==> src/rtl/decode_issue.sv <==
// Decode/issue/write-back front end: one instruction in flight, fixed 4-cycle occupancy.
// Optional DIV_ZERO_TRAP_EN suppresses write-back of divide-by-zero and raises sticky div_zero_err.
module decode_issue #(
    parameter int unsigned DATA_W = 8,
    parameter int unsigned NREGS  = 4
) (
    input  logic              clk,
    input  logic              reset,
    input  logic              instr_valid,
    input  logic [7:0]        instr,
    output logic              instr_ready,
    input  logic              ld_en,
    input  logic [1:0]        ld_addr,
    input  logic [DATA_W-1:0] ld_data,
    output logic [1:0]        op,
    output logic [DATA_W-1:0] src1_value,
    output logic [DATA_W-1:0] src2_value,
    input  logic [DATA_W-1:0] result,
    output logic              wb_valid,
    output logic [1:0]        wb_rd,
    output logic [DATA_W-1:0] wb_data,
`ifdef DIV_ZERO_TRAP_EN
    output logic              div_zero_err,
`endif
    input  logic [1:0]        dbg_addr,
    output logic [DATA_W-1:0] dbg_data
);

    localparam int unsigned OP_W  = 2;
    localparam int unsigned IDX_W = 2;

    typedef enum logic [1:0] {
        IDLE  = 2'd0,
        ISSUE = 2'd1,
        EXEC  = 2'd2,
        WB    = 2'd3
    } state_t;

    state_t            state_q;
    state_t            state_d;
    logic [7:0]        instr_q;
    logic [DATA_W-1:0] regs [NREGS];
    logic              trap_q;

    logic [OP_W-1:0]  f_op;
    logic [IDX_W-1:0] f_rd;
    logic [IDX_W-1:0] f_rs1;
    logic [IDX_W-1:0] f_rs2;
    logic             accept;

    assign f_op  = instr_q[7:6];
    assign f_rd  = instr_q[5:4];
    assign f_rs1 = instr_q[3:2];
    assign f_rs2 = instr_q[1:0];

    assign instr_ready = (state_q == IDLE);
    assign accept      = instr_ready && instr_valid;
    assign dbg_data    = regs[dbg_addr];

    // State register
    always_ff @(posedge clk or negedge reset) begin
        if (!reset) state_q <= IDLE;
        else        state_q <= state_d;
    end

    // Next-state logic
    always_comb begin
        state_d = state_q;
        case (state_q)
            IDLE:    if (instr_valid) state_d = ISSUE;
            ISSUE:   state_d = EXEC;
            EXEC:    state_d = WB;
            WB:      state_d = IDLE;
            default: state_d = IDLE;
        endcase
    end

    // Instruction latch, operand issue, trap detection and write-back
    always_ff @(posedge clk or negedge reset) begin
        if (!reset) begin
            instr_q    <= '0;
            op         <= '0;
            src1_value <= '0;
            src2_value <= '0;
            wb_valid   <= 1'b0;
            wb_rd      <= '0;
            wb_data    <= '0;
            trap_q     <= 1'b0;
            for (int i = 0; i < int'(NREGS); i++) regs[i] <= '0;
        end else begin
            wb_valid <= 1'b0;
            if (accept) instr_q <= instr;
            if (state_q == IDLE && ld_en) regs[ld_addr] <= ld_data;
            if (state_q == ISSUE) begin
                op         <= f_op;
                src1_value <= regs[f_rs1];
                src2_value <= regs[f_rs2];
`ifdef DIV_ZERO_TRAP_EN
                trap_q     <= (f_op == 2'b11) && (regs[f_rs2] == '0);
`else
                trap_q     <= 1'b0;
`endif
            end
            if (state_q == WB && !trap_q) begin
                regs[f_rd] <= result;
                wb_valid   <= 1'b1;
                wb_rd      <= f_rd;
                wb_data    <= result;
            end
        end
    end

`ifdef DIV_ZERO_TRAP_EN
    // Sticky divide-by-zero flag, cleared only by reset
    always_ff @(posedge clk or negedge reset) begin
        if (!reset)                    div_zero_err <= 1'b0;
        else if (state_q == WB && trap_q) div_zero_err <= 1'b1;
    end
`endif

endmodule

==> config.mk <==
export PLATFORM = sky130hd
export DESIGN_NAME = decode_issue
export DESIGN_NICKNAME = d
export VERILOG_FILES = /design/src/rtl/decode_issue.sv
export SDC_FILE = /design/constraint.sdc
export NUM_CORES = 1
export LEC_CHECK = 0
export ABC_CLOCK_PERIOD_IN_PS = 1400
export CAP_MARGIN = 10
export CORE_MARGIN = 10
export CORE_UTILIZATION = 47
export DETAILED_ROUTE_END_ITERATION = 6
export GPL_ROUTABILITY_DRIVEN = 0
export GPL_TIMING_DRIVEN = 0
export PLACE_DENSITY = 0.78
export REMOVE_ABC_BUFFERS = 1
export SETUP_SLACK_MARGIN = 0.1
export SKIP_CTS_REPAIR_TIMING = 1
export SYNTH_ARGS = -nofsm -noshare
export SYNTH_HDL_FRONTEND = slang
export SYNTH_SLANG_ARGS = --single-unit
==> constraint.sdc <==
create_clock -name clk -period 1.4 [get_ports clk]
set_input_delay 0.28 -clock clk [delete_from_list [all_inputs] [get_ports clk]]
set_output_delay 0.28 -clock clk [all_outputs]
set_load 0.02 [all_outputs]
# Yosys cells after proc, flatten, opt, wreduce, memory -nomap -nowiden
# Cells that the tools add are included.
dict set report op_classes {
  order_cmp 7
  eq_ne 4
  mux 20
  bitwise_logic 5
  reduce_logical 5
}
# op count
set ops {}
lappend ops {{bitwise mux 32 bit} 2}
lappend ops {{two-way mux 32 bit} 2}
lappend ops {{two-way mux 8 bit} 8}
lappend ops {{binary-select mux 8 bit (select 2 bit)} 3}
lappend ops {{demux 8 bit (select 2 bit)} 2}
lappend ops {{>= comparator 3 bit (second input constant)} 5}
lappend ops {{inverter 2 -> 3 bit} 5}
lappend ops {{one-hot mux 2 bit (4 select lines)} 1}
lappend ops {{< comparator 3 x 1 -> 1 bit (second input constant)} 2}
lappend ops {{equality test 2 bit (second input constant)} 2}
lappend ops {{logical AND 1 bit} 4}
lappend ops {{equality test 2 x 1 -> 1 bit (second input constant)} 1}
lappend ops {{zero test 2 bit} 1}
lappend ops {{two-way mux 2 bit} 1}
lappend ops {{!= test 2 bit (second input constant)} 1}
lappend ops {{two-way mux 1 bit} 1}
dict set report totals {
  ff_bits 71
  out_inout_bits 38
  elab_cells 53
}

# Depth between registers and ports, before layout
dict set report logic_depth {
  ltp_word 9
  depth_mapped 7
  ltp_nobuf 5
}

# Least setup slack after synthesis
# No wires, ideal clock.
dict set report synth_path {
  path_type {flip-flop to flip-flop}
  startpoint {register state_q[0]}
  endpoint {register regs[24] (netlist bit)}
  setup_ns 0.122
  t_arrival_ns 1.615
  t_required_ns 1.278
  path_slack_ns -0.337
  path_stages_with_launch 8
  cell_sequence {dfrtp_1 inv_1 ha_1 buf_4 and4bb_1 buf_2 mux2i_1 a21oi_2}
}
dict set report synth_via {
  elab_chain_len 5
  word_cells_on_any_way 6
  classes_between {eq/ne (1); mux (3); reduce/logical (2)}
}
# element line
set synth_rtl {}
lappend synth_rtl {{from (decl)} 39} ;# state_t state_q;
lappend synth_rtl {{from (signal assigned)} 63} ;# else state_q <= state_d;
lappend synth_rtl {{zero test 2 bit (*)} -}
lappend synth_rtl {{named net instr_ready} 11} ;# output logic instr_ready,
lappend synth_rtl {{logical AND 1 bit (*)} 93} ;# if (state_q == IDLE && ld_en) regs[ld_addr] <= ld_data;
lappend synth_rtl {{two-way mux 32 bit (*)} 93}
lappend synth_rtl {{bitwise mux 32 bit} 105} ;# regs[f_rd] <= result;
lappend synth_rtl {{two-way mux 32 bit (*)} 104} ;# if (state_q == WB && !trap_q) begin
lappend synth_rtl {{to (signal, indexed assignment)} 93}
lappend synth_rtl {{to (signal, indexed assignment)} 105}
lappend synth_rtl {{to (decl)} 42} ;# logic [DATA_W-1:0] regs [NREGS];
# The timed path passes the listed nets; every way through them passes the cells marked *.
# A chain may end at the register's enable or synchronous reset.

# Final worst setup path
dict set report layout_path {
  startpoint {register regs[9] (netlist bit)}
  endpoint {output dbg_data[1]}
}
dict set report layout_via {
  elab_chain_len 3
}
# element line
set layout_rtl {}
lappend layout_rtl {{binary-select mux 8 bit (select 2 bit)} 58} ;# assign dbg_data = regs[dbg_addr];
lappend layout_rtl {{two-way mux 8 bit (not written as such) (2 in a row)} 58}
lappend layout_rtl {{to (decl)} 26} ;# output logic [DATA_W-1:0] dbg_data
# No other way between the ends. The select of a mux whose other input is x is not followed.

==> results.py <==
metrics = {
    "layout": {
        "layout-drive-gt1-share_pct": 42.90,
        "seqCellArea_um2": 1783,
        "diodes": 0,
        "multiInputGateArea_um2": 1917,
        "num-nets-final": 404,
        "fin_util_pct": 67.09,
        "area.growth.synth_to_final_pct": 39.07,
        "nFillCells": 558,
    },
    "clock_network": {
        "cts-buffers-inserted": 9,
        "clockBufferDepth": 2,
        "tritoncts": "done",
        "cts_sinks": 71,
        "path_clk_slew_ps": 80,
        "clock_latency_ps": 350,
        "ctsHtreeMaxLevel": 3,
        "ctsRootBufferMaster": "clkbuf_8",
    },
    "detailed_routing": {
        "wirelength_um": 9661,
        "vias_per_cell": 5.594,
        "via_count": 2657,
        "antenna_left": 0,
        "wl_per_cell_um": 20.34,
        "drt_first_pass_iters": 4,
        "drt_iter0_drc": 171,
        "drc_errors": 0,
    },
    "critical_path": {
        "path_max_fanout": 4,
        "start_kind": "flop",
        "critPathKind": "flop to primary output",
        "crit_required_ps": 1120,
        "cp_data_arrival_time_ps": 1430,
        "cp-end-kind": "primary output",
    },
    "synthesis": {
        "ys_warn_count": 0,
        "synthCells": 267,
        "synth_top_cell_by_area": "dfrtp_1",
        "ys_seq_elements": 71,
        "ys_top_cells_by_area": "dfrtp_1, mux4_2, mux2i_1, mux2_4, mux2_2",
        "seq_area_frac_synth_pct": 47.91,
        "yosysTopAreaCellShare_pct": 47.91,
        "ys_types": 26,
        "synth.avg_cell_area_um2": 13.89,
        "syn_area_um2": 3709,
    },
    "grt": {
        "grt_remaining_overflow": 0,
        "grt_pass1_wl_um": 13610,
        "grt_max_degree": 72,
        "antenna_found_initial": 0,
        "grt_pass1_vias": 2641,
        "grt_use_total_pct": 15.00,
    },
    "sta": {
        "rsz0062_at_grt": "yes",
        "layout_setup_ws_ps": -307.5,
        "finClkSkew_ps": 12.20,
        "finalHoldViolations": 0,
        "post-route-period-util_pct": 122.0,
        "tightest_slew_ps": 885.9,
        "final_max_slew_viol_count": 0,
        "finalCriticalPeriod_ps": 1707,
        "relSlewSlack_pct": 40.94,
        "setup_viol": 64,
        "clock.fmax_ghz": 0.5857,
    },
    "placement": {
        "dp_hpwl_um": 5912,
        "io_buffers": 69,
    },
    "floorplanning": {
        "die_w_um": 108.8,
        "die_area_um2": 11840,
        "fp.dieH_um": 108.8,
        "placementRows": 32,
        "core-area_um2": 7687,
        "start_util_pct": 48.24,
        "io_pins": 70,
    },
    "pwr": {
        "ir_drop_v": 0.001743,
        "p_per_area_nw_per_um2": 2482,
        "leakagePower_nw": 2.541,
        "power_mw": 12.80,
    },
    "outcome": {
        "status": "complete, but fails checks",
        "violations": "setup timing",
    },
    "hold_path": {
        "hold_path_class": "input pin to asynchronous set/reset pin",
    },
    "job": {
        "maxCapViolations": 0,
    },
}
metal layers:
| metal | track usage (%) | routed length, um | vias to the layer above |
|---|---|---|---|
| li1 | - | - | 1189 |
| met1 | 17.10 | 3861 | 1339 |
| met2 | 26.08 | 4985 | 105 |
| met3 | 4.012 | 603 | 24 |
| met4 | 6.309 | 211 | 0 |
| met5 | 0 | 0 | - |
cell usage after synthesis:
library cell,instances
mux2i_1,32
clkbuf_1,3
o21ai_1,8
buf_4,2
nor2_1,24
nand4_2,1
a21oi_2,8
dfrtp_1,71
nor2_2,2
inv_1,3
o21ai_0,1
nand4b_1,2
o31ai_1,1
buf_6,5
mux2_2,19
mux2_4,16
mux4_2,24
or3b_1,1
ha_1,4
and3_1,1
buf_2,9
mux2_1,1
and4bb_1,1
nand3b_1,2
a21oi_1,17
nand2_1,9
area by class of cell:
class,count,share of cell area (%)
Clock buffer,11,2.935
Clock inverter,5,1.092
Inverter,3,0.2183
Multi-Input combinational cell,174,37.17
Sequential cell,71,34.57
Tap cell,102,2.475
Timing Repair Buffer,109,21.54
where the power goes:
part	internal, mW	leakage (nW)	switching [mW]	total [mW]
clock network	0.917	0.105	0.790	1.71
registers	3.14	0.824	0.978	4.11
logic	4.19	1.61	2.79	6.98
total	8.25	2.54	4.55	12.8
state kept, by name, summed over array words and instances (netlist names):
register / cells
wb_rd: 2
state_q: 2
wb_valid: 1
instr_q: 8
regs: 32
op: 2
wb_data: 8
src1_value: 8
src2_value: 8
critical path, stage by stage (launching register included):
cell and delay, ps:
dfrtp_1 410, mux4_2 490, buf_2 180
through the flow:
step                setup slack (ps)  setup TNS, ps  instance area [um^2]  hold WS (ps)  std cells
global placement               -2396        -215650                  4399         468.2        419
floorplan                     -426.4         -17780                  3581        -15.59        248
CTS                            -1182         -54270                  4604         81.13        435
finish                        -307.5          -6603                  5157         46.32        475
global route                  -321.0          -9500                  5157         125.4        475
detailed placement             -1177         -46630                  4397         459.8        419
path summary, 6_finish.rpt:
kind	start	to	slack (ps)	depth (start not counted)
setup reg to reg	state_q[1]$_DFFE_PN0P_	regs[24]$_DFF_PN0_	-260	5
min in group clk	wb_data[4]$_DFFE_PN0P_	wb_data[4]$_DFFE_PN0P_	500	1
max in group asynchronous	reset	state_q[0]$_DFFE_PN0P_	720	1
hold / removal	reset	wb_data[0]$_DFFE_PN0P_	50	1
setup / recovery	regs[9]$_DFF_PN0_	dbg_data[1]	-310	2
hold reg to reg	wb_data[4]$_DFFE_PN0P_	wb_data[4]$_DFFE_PN0P_	500	1
layout by cell type, fill, tap and decap left out, types with 2 or more instances in the layout:
master            n
buf_12            2
mux2_2           12
nor2_2            2
a21oi_1          17
clkbuf_2          2
nor2_1           24
ha_4              3
mux2i_1          28
dfrtp_1          66
dlymetal6s2s_1   29
nand4b_1          2
nand2_1           8
mux2_4           24
buf_4            30
mux4_2           24
dfrtp_2           5
o21ai_1           8
clkbuf_8         11
inv_2             3
clkdlybuf4s50_1  28
buf_6            16
nand3b_1          2
clkinv_2          2
mux2i_2           4
a21oi_2           8
cell families after synthesis:
logic type                 count (synthesis)  share of synthesized area, %
muxes                                     92                         35.76
DFF                                       71                         47.91
and+or+nand+nor                           43                         5.634
buffers and inverters                     22                         3.745
adders and majority gates                  4                         1.350
AOI/OAI and AO/OA                         35                         5.601
Note: power is estimated with default switching activity, not from simulation.
